==> config.mk <==
export PLATFORM = sky130hd
export DESIGN_NAME = axis_insert_header_arbiter
export DESIGN_NICKNAME = d
export VERILOG_FILES = /design/src/rtl/axis_insert_header_arbiter_pkg.sv /design/src/rtl/axis_insert_header_arbiter_rr_select.sv /design/src/rtl/axis_insert_header_arbiter.sv
export SDC_FILE = /design/constraint.sdc
export NUM_CORES = 1
export LEC_CHECK = 0
export BUFFER_PORTS_ARGS = -buffer_cell sky130_fd_sc_hd__clkbuf_2
export CAP_MARGIN = 20
export CELL_PAD_IN_SITES_DETAIL_PLACEMENT = 1
export CELL_PAD_IN_SITES_GLOBAL_PLACEMENT = 2
export CORE_ASPECT_RATIO = 1.25
export CORE_MARGIN = 2
export CORE_UTILIZATION = 15
export CTS_CLUSTER_DIAMETER = 80
export DETAILED_ROUTE_END_ITERATION = 16
export PLACE_DENSITY = 0.78
export REMOVE_ABC_BUFFERS = 1
export SLEW_MARGIN = 0
export SYNTH_ARGS = -nofsm -noshare
export SYNTH_HDL_FRONTEND = slang
export SYNTH_SLANG_ARGS = --single-unit
==> constraint.sdc <==
create_clock -name clk -period 1.75 [get_ports clk]
set_input_delay 0 -clock clk [delete_from_list [all_inputs] [get_ports clk]]
set_output_delay 0 -clock clk [all_outputs]
set_load 0.01 [all_outputs]
==> src/rtl/axis_insert_header_arbiter_pkg.sv <==
// Shared definitions for the header-inserter arbiter: state encoding and round-robin pick.
// Latency: n/a (package only).
// Backpressure: n/a (package only).
package axis_insert_header_arbiter_pkg;

    // Packet FSM encoding, kept as plain constants so older tools can read it.
    localparam logic [1:0] ST_IDLE = 2'd0;
    localparam logic [1:0] ST_HDR  = 2'd1;
    localparam logic [1:0] ST_DATA = 2'd2;

    // Widest requester vector the picker supports; narrower users zero-extend.
    localparam int MAX_SRC = 8;

    // First set bit of req at or after ptr, wrapping at n.
    // Returns {found, index[2:0]}; index is meaningless when found is 0.
    function automatic logic [3:0] rr_pick(
        input logic [MAX_SRC-1:0] req,
        input logic [2:0]         ptr,
        input int                 n
    );
        logic [3:0] res;
        int         idx;
        res = '0;
        for (int k = 0; k < MAX_SRC; k++) begin
            idx = int'(ptr) + k;
            if (idx >= n) begin
                idx = idx - n;
            end
            if ((k < n) && !res[3] && req[idx[2:0]]) begin
                res = {1'b1, idx[2:0]};
            end
        end
        return res;
    endfunction

endpackage

==> src/rtl/axis_insert_header_arbiter_rr_select.sv <==
// Combinational round-robin picker: request vector + start pointer -> winning index + found flag.
// Latency: purely combinational, zero cycles.
// Backpressure: none; the caller decides when to latch the result.
// Ports: req_i (N requests), ptr_i (search start), idx_o (winner), found_o (any request set).
module axis_insert_header_arbiter_rr_select
    import axis_insert_header_arbiter_pkg::*;
#(
    parameter int N = 2,
    parameter int W = 1
) (
    input  logic [N-1:0] req_i,
    input  logic [W-1:0] ptr_i,
    output logic [W-1:0] idx_o,
    output logic         found_o
);

    logic [MAX_SRC-1:0] req_ext;
    logic [2:0]         ptr_ext;
    logic [3:0]         pick;

    always_comb begin
        req_ext = MAX_SRC'(req_i);
        ptr_ext = 3'(ptr_i);
        pick    = rr_pick(req_ext, ptr_ext, N);
        idx_o   = W'(pick[2:0]);
        found_o = pick[3];
    end

endmodule

==> src/rtl/axis_insert_header_arbiter.sv <==
// Round-robin arbiter feeding one header inserter: forwards the winner's header beat, then its payload to last.
// Latency: zero-cycle combinational forwarding on the registered grant; one idle cycle to re-arbitrate per packet.
// Backpressure: inserter readies are steered to the granted source only; all other sources see ready low.
// Ports: s_* per-source header/payload channels (source i at slice i), *_insert / *_in towards the
//        inserter, grant = owning source, busy = packet in flight, pkt_cnt = completed packets (wraps).
module axis_insert_header_arbiter
    import axis_insert_header_arbiter_pkg::*;
#(
    parameter int DATA_WD      = 32,
    parameter int DATA_BYTE_WD = DATA_WD / 8,
    parameter int NUM_SRC      = 2,
    parameter int SRC_WD       = (NUM_SRC > 1) ? $clog2(NUM_SRC) : 1
) (
    input  logic                            clk,
    input  logic                            rst_n,
    input  logic [NUM_SRC-1:0]              s_valid_hdr,
    input  logic [NUM_SRC*DATA_WD-1:0]      s_header,
    input  logic [NUM_SRC*DATA_BYTE_WD-1:0] s_keep_hdr,
    output logic [NUM_SRC-1:0]              s_ready_hdr,
    input  logic [NUM_SRC-1:0]              s_valid,
    input  logic [NUM_SRC*DATA_WD-1:0]      s_data,
    input  logic [NUM_SRC*DATA_BYTE_WD-1:0] s_keep,
    input  logic [NUM_SRC-1:0]              s_last,
    output logic [NUM_SRC-1:0]              s_ready,
    output logic                            valid_insert,
    output logic [DATA_WD-1:0]              header_insert,
    output logic [DATA_BYTE_WD-1:0]         keep_insert,
    input  logic                            ready_insert,
    output logic                            valid_in,
    output logic [DATA_WD-1:0]              data_in,
    output logic [DATA_BYTE_WD-1:0]         keep_in,
    output logic                            last_in,
    input  logic                            ready_in,
    output logic [SRC_WD-1:0]               grant,
    output logic                            busy,
    output logic [15:0]                     pkt_cnt
);

    logic [1:0]        state_q,   state_d;
    logic [SRC_WD-1:0] grant_q,   grant_d;
    logic [SRC_WD-1:0] rr_ptr_q,  rr_ptr_d;
    logic [15:0]       pkt_cnt_q, pkt_cnt_d;
    logic [SRC_WD-1:0] pick_idx;
    logic              pick_found;
    logic [SRC_WD-1:0] grant_next;

    axis_insert_header_arbiter_rr_select #(
        .N (NUM_SRC),
        .W (SRC_WD)
    ) u_rr_select (
        .req_i   (s_valid_hdr),
        .ptr_i   (rr_ptr_q),
        .idx_o   (pick_idx),
        .found_o (pick_found)
    );

    // Pointer moves one past the source just served so it becomes lowest priority.
    assign grant_next = (grant_q == SRC_WD'(NUM_SRC - 1)) ? '0 : grant_q + SRC_WD'(1);

    // Forwarding muxes. Outputs are zeroed outside their own phase so the
    // inserter never sees stale data and no readies leak to a source.
    always_comb begin
        valid_insert  = 1'b0;
        header_insert = '0;
        keep_insert   = '0;
        s_ready_hdr   = '0;
        valid_in      = 1'b0;
        data_in       = '0;
        keep_in       = '0;
        last_in       = 1'b0;
        s_ready       = '0;
        if (state_q == ST_HDR) begin
            valid_insert         = s_valid_hdr[grant_q];
            header_insert        = s_header[grant_q*DATA_WD +: DATA_WD];
            keep_insert          = s_keep_hdr[grant_q*DATA_BYTE_WD +: DATA_BYTE_WD];
            s_ready_hdr[grant_q] = ready_insert;
        end
        if (state_q == ST_DATA) begin
            valid_in         = s_valid[grant_q];
            data_in          = s_data[grant_q*DATA_WD +: DATA_WD];
            keep_in          = s_keep[grant_q*DATA_BYTE_WD +: DATA_BYTE_WD];
            last_in          = s_last[grant_q];
            s_ready[grant_q] = ready_in;
        end
    end

    always_comb begin
        state_d   = state_q;
        grant_d   = grant_q;
        rr_ptr_d  = rr_ptr_q;
        pkt_cnt_d = pkt_cnt_q;
        case (state_q)
            ST_IDLE: begin
                if (pick_found) begin
                    grant_d = pick_idx;
                    state_d = ST_HDR;
                end
            end
            ST_HDR: begin
                // Grant stays with this source even if its header valid drops.
                if (valid_insert && ready_insert) begin
                    state_d = ST_DATA;
                end
            end
            ST_DATA: begin
                if (valid_in && ready_in && last_in) begin
                    state_d   = ST_IDLE;
                    rr_ptr_d  = grant_next;
                    pkt_cnt_d = pkt_cnt_q + 16'd1;
                end
            end
            default: begin
                state_d = ST_IDLE;
            end
        endcase
    end

    always_ff @(posedge clk or negedge rst_n) begin
        if (!rst_n) begin
            state_q   <= ST_IDLE;
            grant_q   <= '0;
            rr_ptr_q  <= '0;
            pkt_cnt_q <= '0;
        end else begin
            state_q   <= state_d;
            grant_q   <= grant_d;
            rr_ptr_q  <= rr_ptr_d;
            pkt_cnt_q <= pkt_cnt_d;
        end
    end

    assign grant   = grant_q;
    assign busy    = (state_q != ST_IDLE);
    assign pkt_cnt = pkt_cnt_q;

endmodule

== After elaboration in Yosys (flattened, before gate mapping) ==
Index checks and enable logic that the tools add are counted.
Word-level totals
  output and inout port bits: 97
  logic and storage cells: 67
  register bits: 20
Operators by class
  multiplexer cells: 30
  bitwise gates (word level): 2
  shifts and indexed selects: 4
  magnitude comparators: 6
  equal/unequal tests: 5
  $add $sub $neg: 5
  reduce and logical (&&, ||, !) cells: 11
Operators by type and width (number)
  variable part select 64 x 7 -> 32 bit: 2
  two-way mux 32 bit: 2
  >= comparator 32 x 3 -> 1 bit, second input constant: 1
  adder 16 x 1 -> 16 bit, second input constant: 1
  two-way mux 4 bit: 4
  variable part select 8 x 4 -> 4 bit: 2
  two-way mux 1 bit: 13
  two-way mux 2 bit: 5
  less-than comparator 3 x 4 -> 1 bit, second input constant: 2
  binary-select mux 1 bit (select 3 bit): 2
  two-way mux 3 bit: 2
  inequality test 2 x 1 -> 1 bit, second input constant: 3
  one-hot mux 2 bit (3 select lines): 1
  logical AND 1 bit: 5
  bitwise AND 2 bit: 2
  AND reduction 2 bit: 2
  AND reduction 3 bit: 1
  subtractor 1 x 2 -> 3 bit, second input constant: 1
  subtractor 3 bit, second input constant: 1
  adder 1 x 1 -> 2 bit, second input constant: 1
  equality test 2 x 1 -> 1 bit, second input constant: 1
  equality test 2 bit, second input constant: 1
  >= comparator 1 x 2 -> 1 bit, second input constant: 1
  logical NOT 2 bit: 1
  other kinds (6): 6

== Longest topological paths before layout ==
Gate-level depths: netlist (run 1).
  depth in word-level cells: 10
  gate-level depth with buffers: 5

== Hierarchy ==
A second synthesis (run 1) with hierarchy kept.
Unflattened totals
  cell total of the unflattened synthesis: 251
  area total of the unflattened synthesis: 2107.0 um2
By module, submodules not included
  axis_insert_header_arbiter: seq. area each 500.5 um2, times used 1, cells each 248, area an instance 2089.5 um2
  axis_insert_header_arbiter_rr_select: seq. area each 0.0 um2, times used 1, cells each 3, area an instance 17.5 um2

== Worst setup path before layout (run 1) ==
Ideal clock, no wire load.
  path kind: register to register
  start: register grant_q (netlist: grant)
  end: register pkt_cnt_q[1] (netlist: pkt_cnt[1])
  stages on the path, launching flop included: 5
  required time: 1.625 ns
  clock period less this slack: 1.570 ns
  path buffers: 1
  setup time: 0.125 ns
  setup slack: 0.180 ns
  arrival: 1.445 ns
  path through: dfrtp_1 > buf_4 > mux2i_2 > nor3_4 > mux2_2
On the way
  longest elaborated chain between the ends: 6
  elaborated cells on any way between the ends: 9
  classes of those cells: mux (6); reduce/logical (3)
Ends and longest elaborated chain
  start, declared: RTL line axis_insert_header_arbiter.sv:40  | logic [SRC_WD-1:0] grant_q, grant_d;
  start signal, assigned: RTL line axis_insert_header_arbiter.sv:126  | grant_q <= grant_d;
  two-way mux 1 bit (not written as such) (2 in series): RTL line axis_insert_header_arbiter.sv:79  | valid_in = s_valid[grant_q];
  two-way mux 1 bit: RTL line axis_insert_header_arbiter.sv:78  | if (state_q == ST_DATA) begin
  logical AND 1 bit: RTL line axis_insert_header_arbiter.sv:106  | if (valid_in && ready_in && last_in) begin
  logical AND 1 bit *: RTL line axis_insert_header_arbiter.sv:106
  AND reduction 2 bit (no line) *
  end signal, assigned: RTL line axis_insert_header_arbiter.sv:128  | pkt_cnt_q <= pkt_cnt_d;
  end, declared: RTL line axis_insert_header_arbiter.sv:42  | logic [15:0] pkt_cnt_q, pkt_cnt_d;
Every way passes the cells marked *; elsewhere a longest branch is shown, timed or not. The select of a mux whose other input is x is not followed.
A chain may end at the register's enable or synchronous reset.

== Worst setup path after layout (run 1) ==
  start: register grant_q (netlist: grant)
  end: register pkt_cnt_q[15] (netlist: pkt_cnt[15])
The elaborated chain is that of the path after synthesis.

==> results by group, run 1 <==
Clock network
  • Clock sinks: 20
  • Skew-Pair Late Insertion Delay: 0.25 ns
  • Clock buffer depth: 2
  • CTS tree: yes
  • Number of buffers created by CTS: 3
  • Clk pin slew, worst setup/hold paths: 0.06 ns
  • H-tree levels: 1
  • Root buf cell: clkbuf_16

Finish
  • Final Net Count: 656
  • Multi-input gate area: 0.00148 mm^2
  • Reg area: 504 um^2
  • Final core utilization: 0.275
  • Commonest non-fill, non-tap cell in the layout: clkbuf_2
  • # diodes: 0
  • Share of post-route cells with drive strength above 1: 0.538
  • FILL cells: 1681
  • Post-route cell area: 0.00368 mm^2
  • Highest-count cells in the layout ignoring fill and taps: clkbuf_2 (250), nor2_1 (82), mux2i_1 (74), dfrtp_1 (19), xnor2_1 (10)
  • Area growth from synthesis to layout: 78.1%

Setup path
  • CP bufs+invs: 0
  • R2r setup slk: 0.09 ns
  • Critical Path Sink Type: flop
  • Crit path max-delay cell type: dfrtp_4
  • CP required: 1.91 ns
  • CP Max Fanout: 6
  • Worst Path Class, Setup: flop to flop
  • Kind of cell adding the most delay to the critical path: simple AND/OR/NAND/NOR gates
  • CP cell instances: mux2i_2 -> nor4b_4 -> nand4_1 -> xnor2_1
  • Worst setup SP type: flop
  • Max incr delay on CP: 0.54 ns
  • Arr. time, crit path: 1.83 ns

Global route
  • Vias in the first global route: 3027
  • Initial antenna violation count: 0
  • All-layer global routing usage: 0.131
  • Largest net degree at the start of global routing: 47
  • Total grt overflow: 0
  • First-pass GRT wire length: 15100 um

Synth
  • Post-synth EDFFs: 0
  • Asr flop ratio synth: 1.00
  • Post-synthesis instance total: 254
  • Post-synthesis sequential area ratio: 0.242
  • Syn_area_per_cell: 8.13 um^2
  • Primary FF master, synth: dfrtp_1
  • Yosys Warn Count: 0
  • Library cells used by synthesis: 29
  • Post-Syn Area: 0.00206 mm^2
  • Flops & latches, synth: 20

Routing
  • Drt wl/cell: 15.4 um
  • 1st-pass router iterations: 4
  • Antenna viol nets, final: 0
  • DRT Wirelength: 10300 um
  • Post-route DRC: 0
  • Iteration-0 DRC Markers: 61
  • Via density: 4.12
  • Vias: 2765

STA
  • Slew Limit Fails: 0
  • Setup TNS: 0 ns
  • Worst rel slew slack: 0.657
  • Final cycle utilization of the critical path: 0.951
  • Hold Vio Cnt, Final: 0
  • Peak Freq: 0.601 GHz
  • RSZ-0062 raised after global routing: true
  • Clock Skews: 0.00668 ns
  • Min cycle time layout: 1.66 ns
  • Final setup viols: 0
  • Worst Tran Pin Value: 0.514 ns

Floorplanning
  • Core Area: 0.0133 mm^2
  • Die height: 135 um
  • Die area: 0.0147 mm^2
  • Rows: 47
  • Initial core utilization: 0.155
  • Boundary Pins: 251
  • Width of the chip: 109 um

Placed design
  • Dpl cell area: 0.00352 mm^2
  • HPWL Detailed: 8640 um
  • Routability Congestion: 0.854
  • Port Buf Inserts: 250

Power and ir drop
  • Leakage power: 2.20 nW
  • VDD IR max: 0.888 mV
  • Pwr Density: 1220 mW/mm^2

Run status
  • Status: complete, no violations

Hold path
  • Hold crit path type: input port to flop

Run
  • Max_cap viols: 0
routing by layer:
metal | GRT usage | vias to the layer above | part of all wire | routed length, um
met5 | 0 | - | 0 | 0
met4 | 0.0150 | 0 | 0.0041 | 42
met3 | 0.0317 | 4 | 0.076 | 788
met2 | 0.262 | 131 | 0.55 | 5720
met1 | 0.140 | 1269 | 0.37 | 3770
li1 | - | 1361 | - | -
registers in the layout (all words and copies together), names as in the netlist:
| signal | flops |
|---|---|
| rr_ptr_q | 1 |
| state_q | 2 |
| pkt_cnt | 16 |
| grant | 1 |
timing repair:
action / CTS / global route
endpoints found under the hold margin: 20 / 0
hold buffers: 1 / 0
cloned: 1 / 0
pin swaps: 0 / 3
buffers inserted: 0 / 1
gates resized for setup: 1 / 0
setup endpoints to repair: 13 / 7
power by group:
group          leakage, nW  switching [W]  internal, W  total, W
logic                 1.88        0.00180      0.00143   0.00324
clock network       0.0511       0.000168     0.000453  0.000622
registers            0.269      0.0000915     0.000535  0.000627
total                 2.20        0.00206      0.00242   0.00449
Yosys cell counts (3+ instances only):
library cell | count | share of area
and3_1 | 5 | 0.015
buf_2 | 8 | 0.019
clkbuf_1 | 7 | 0.013
dfrtp_1 | 20 | 0.24
inv_1 | 3 | 0.0055
mux2i_1 | 74 | 0.36
nand2_1 | 5 | 0.0091
nand3_1 | 7 | 0.017
nand4_1 | 3 | 0.0091
nor2_1 | 82 | 0.15
nor3_1 | 5 | 0.012
xnor2_1 | 10 | 0.042
xor2_1 | 5 | 0.021
worst paths after layout:
kind                                 from           to  cells past startpoint
max                                 grant  pkt_cnt[15]                      4
min                        s_valid_hdr[0]        grant                      2
max reg2reg                         grant  pkt_cnt[15]                      4
min reg2reg                    pkt_cnt[6]   pkt_cnt[6]                      1
max in group asynchronous           rst_n        grant                      2
min in group asynchronous           rst_n  pkt_cnt[11]                      2
logic make-up after synthesis:
family	after synthesis	synth area share
simple gates	117	0.258
mux	76	0.371
buf+inv	20	0.0430
flops	20	0.242
xor+xnor	15	0.0636
compound gates	5	0.0158
fa+ha+maj	1	0.00606
area by class of cell:
type,count,area share
Clock inverter,1,0.00817
Clock buffer,3,0.0204
Inverter,3,0.00306
Tap cell,171,0.0582
Multi-Input combinational cell,214,0.401
Sequential cell,20,0.137
Timing Repair Buffer,259,0.372
metrics by stage:
stage	hold slack, ns	cells	power [W]	setup WS, ns
3_5_place_dp	-0.00538	665	0.00380	0.0864
5_1_grt	0.0355	671	0.00483	-0.0154
6_report	0.0266	671	0.00449	0.0865
4_1_cts	0.0199	670	0.00458	0.0703
2_1_floorplan	-0.296	237	0.00229	-2.40
3_3_place_gp	-0.00948	665	0.00375	0.140
Power figures use the tool's default switching activity.
==> inputs of run 2 (changes only) <==
ABC_AREA = 1   (was unset)
BUFFER_PORTS_ARGS = -buffer_cell sky130_fd_sc_hd__buf_4   (was -buffer_cell sky130_fd_sc_hd__clkbuf_2)
CORE_UTILIZATION = 14   (was 15)
PLACE_DENSITY = 0.77   (was 0.78)
==> run 2 against run 1 <==
  * Via count is 33% higher
  * Sequential share of layout area is 2.7 points lower
  * Core utilization grew 0.72 points
  * Clock-buffer cell count is 1 higher
  * Wire length is 30% higher
  * Highest routed layer unchanged
  * First-iteration DRC count increased by 66%
  * Non-clock buffer count increased by 5
==> results by group, run 2 <==
Run status
  • Status: complete, no violations (unchanged)

STA
  • Hold WS: 0.00758 ns (was 0.0266 ns)
  • Hold Vio Cnt, Final: 0 (unchanged)
  • Final setup viols: 0 (unchanged)
  • Slew Limit Fails: 0 (unchanged)
  • Clock Skews: 0.00799 ns (was 0.00668 ns)
  • RSZ-0062 raised after global routing: false (was true)
  • Peak Freq: 0.613 GHz (was 0.601 GHz)
  • Worst rel slew slack: 0.693 (was 0.657)
  • Final cycle utilization of the critical path: 0.933 (was 0.951)
  • Min cycle time layout: 1.63 ns (was 1.66 ns)
  • Worst Tran Pin Value: 0.460 ns (was 0.514 ns)

Routing
  • 1st-pass router iterations: 4 (unchanged)
  • DRT Wirelength: 13400 um (was 10300 um)
  • Vias: 3688 (was 2765)
  • Antenna viol nets, final: 0 (unchanged)
  • Drt wl/cell: 15.4 um (about the same)
  • Post-route DRC: 0 (unchanged)
  • Iteration-0 DRC Markers: 101 (was 61)
  • Via density: 4.22 (was 4.12)

Clock network
  • Number of buffers created by CTS: 3 (unchanged)
  • Root buf cell: clkbuf_16 (unchanged)
  • Skew-Pair Late Insertion Delay: 0.26 ns (was 0.25 ns)
  • H-tree levels: 1 (unchanged)
  • Clock sinks: 20 (unchanged)
  • Clock buffer depth: 2 (unchanged)
  • CTS tree: yes (unchanged)
  • Clk pin slew, worst setup/hold paths: 0.06 ns (about the same)

Synth
  • Post-Syn Area: 0.00228 mm^2 (was 0.00206 mm^2)
  • Syn_area_per_cell: 5.48 um^2 (was 8.13 um^2)
  • Post-synthesis compound-gate area fraction: 0.202 (was 0.0158)
  • Yosys Warn Count: 0 (unchanged)
  • Adder and majority gate portion of the synthesized area: 0.00548 (was 0.00606)
  • Asr flop ratio synth: 1.00 (unchanged)
  • Post-synth EDFFs: 0 (unchanged)
  • Xor/xnor cell area share of the yosys netlist: 0.0307 (was 0.0636)
  • Library cells used by synthesis: 28 (was 29)
  • Flops & latches, synth: 20 (unchanged)
  • Mux contribution to synthesized area: 0 (was 0.371)
  • Area contributors post-synth: nand2_1 (35%), dfrtp_1 (22%), a21oi_1 (16%), buf_2 (3.5%), nor2_1 (3.0%) (was mux2i_1 (36%), dfrtp_1 (24%), nor2_1 (15%), xnor2_1 (4.2%), xor2_1 (2.1%))
  • Most common cell in the netlist: nand2_1 (was nor2_1)
  • Post-synthesis instance total: 417 (was 254)
  • Dominant cell type by area after synthesis: nand2_1 (was mux2i_1)
  • Combinational family with the most area after synthesis: simple AND/OR/NAND/NOR gates (was multiplexers)
  • Area share of the largest cell type after synthesis: 0.345 (was 0.359)
  • Post-synthesis sequential area ratio: 0.219 (was 0.242)
  • Synth top cells by count: nand2_1 (210), a21oi_1 (74), dfrtp_1 (20) (was nor2_1 (82), mux2i_1 (74), dfrtp_1 (20))
  • Primary FF master, synth: dfrtp_1 (unchanged)
  • Post-Synth Simple-Gate Area: 0.445 (was 0.258)

Power and ir drop
  • Gate power share: 0.750 (was 0.722)
  • VDD IR max: 0.506 mV (was 0.888 mV)
  • P_sw: 0.00229 W (was 0.00206 W)
  • Switching share of power: 0.481 (was 0.460)
  • Int Power: 0.00247 W (was 0.00242 W)
  • Leakage power: 2.36 nW (was 2.20 nW)
  • Pwr Density: 1050 mW/mm^2 (was 1220 mW/mm^2)
  • Part of the power in registers: 0.137 (was 0.140)
  • Clk pwr share: 0.113 (was 0.139)

Floorplanning
  • Initial core utilization: 0.142 (was 0.155)
  • Die area: 0.0174 mm^2 (was 0.0147 mm^2)
  • Boundary Pins: 251 (unchanged)
  • Rows: 52 (was 47)
  • Die height: 147 um (was 135 um)
  • Core Area: 0.0161 mm^2 (was 0.0133 mm^2)
  • Width of the chip: 118 um (was 109 um)

Finish
  • Post-route cell area: 0.00454 mm^2 (was 0.00368 mm^2)
  • # diodes: 0 (unchanged)
  • Highest-count cells in the layout ignoring fill and taps: buf_4 (258), nand2_1 (210), a21oi_1 (74), dfrtp_1 (19), nor2_1 (18) (was clkbuf_2 (250), nor2_1 (82), mux2i_1 (74), dfrtp_1 (19), xnor2_1 (10))
  • Area growth from synthesis to layout: 98.9% (was 78.1%)
  • Commonest non-fill, non-tap cell in the layout: buf_4 (was clkbuf_2)
  • Final Net Count: 813 (was 656)
  • Max reg flops: 16 (unchanged)
  • Share of post-route cells with drive strength above 1: 0.434 (was 0.538)
  • FILL cells: 2116 (was 1681)

Setup path
  • RR Startpoint: pkt_cnt[1] (was grant)
  • Worst Path Class, Setup: flop to output pin (was flop to flop)
  • Arr. time, crit path: 1.63 ns (was 1.83 ns)
  • CP required: 1.75 ns (was 1.91 ns)
  • Worst Setup SP: grant (unchanged)
  • Critical Path Sink Type: output pin (was flop)
  • Worst setup SP type: flop (unchanged)
  • CP Max Fanout: 23 (was 6)
  • Cell count of the worst reg-to-reg path: 8 (was 4)

Placed design
  • Port Buf Inserts: 250 (unchanged)
  • HPWL Detailed: 11000 um (was 8640 um)
  • Dpl cell area: 0.00441 mm^2 (was 0.00352 mm^2)
  • Routability Congestion: 0.786 (was 0.854)

Global route
  • All-layer global routing usage: 0.144 (was 0.131)
  • Largest net degree at the start of global routing: 62 (was 47)
  • Vias in the first global route: 3895 (was 3027)
  • Initial antenna violation count: 0 (unchanged)
  • Total grt overflow: 0 (unchanged)
  • First-pass GRT wire length: 20300 um (was 15100 um)

Hold path
  • Min-delay src: ready_insert (was s_valid_hdr[0])
  • Hold crit path type: input port to flop (unchanged)
  • Hold Path Cell Cnt: 3 (was 2)

Run
  • Max_cap viols: 0 (unchanged)
[run 2: layer usage]
metal  GRT usage  wire length [um]  up-vias  share of wire
li1            -                 -     1800              -
met1       0.157              5150     1743           0.38
met2       0.284              7310      139           0.54
met3      0.0342               885        6          0.066
met4      0.0223                99        0         0.0074
met5           0                 0        -              0
[run 2: layout make-up]
type	instances	area, um^2	share of cell area
timing repair buffer	264	2040	0.450
multi-input combinational	349	1560	0.344
sequential	20	502	0.110
tap	216	270	0.0595
clock buffer	4	88.8	0.0196
inverter	20	77.6	0.0171
[run 2: final timing paths]
| check | end | slack [ns] |
|---|---|---|
| max in group asynchronous | grant | 1.30 |
| worst min register to register | rr_ptr_q | 0.49 |
| min in group asynchronous | pkt_cnt[8] | 0.18 |
| worst max register to register | pkt_cnt[14] | 0.26 |
| worst max-delay path | header_insert[24] | 0.12 |
| worst min-delay path | state_q[1] | 0.008 |
[run 2: critical path, stage by stage, from the launching register on]
cell and delay [ns]:
dfrtp_2 0.46, inv_4 0.16, buf_12 0.19, buf_12 0.17
nand2_1 0.06, a21oi_1 0.15, buf_4 0.16
[run 2: metrics by stage]
step	std cells	utilization	power, W	setup TNS [ns]	setup WS [ns]
final	873	0.283	0.00476	0	0.118
after global routing	873	0.283	0.00517	0	0.00128
after CTS	872	0.281	0.00478	0	0.00337
after detailed placement	867	0.275	0.00422	0	0.253
after global placement	867	0.275	0.00417	0	0.321
after floorplan	389	-	0.00225	-102.88	-1.79
[run 2: what timing repair did]
item	in CTS	in global routing
endpoints found under the hold margin	20	0
resized for setup	0	2
hold buffers	1	0
setup buffers	0	0
setup endpoints to repair	0	60
[run 2: cells by family (layout without fill, tap and decap cells)]
family,Yosys count,in the layout
fa+ha+maj,1,1
compound gates,87,87
buf+inv,48,288
xor+xnor,8,8
simple gates,253,253
flops,20,20
[run 2: power groups by stage]
stage | clock network [W] | registers (W) | logic, W
after floorplan | 0 | 0.000775 | 0.00147
after global placement | 0 | 0.000650 | 0.00352
after detailed placement | 0 | 0.000657 | 0.00356
after CTS | 0.000550 | 0.000648 | 0.00359
after global routing | 0.000586 | 0.000665 | 0.00392
final | 0.000537 | 0.000650 | 0.00357
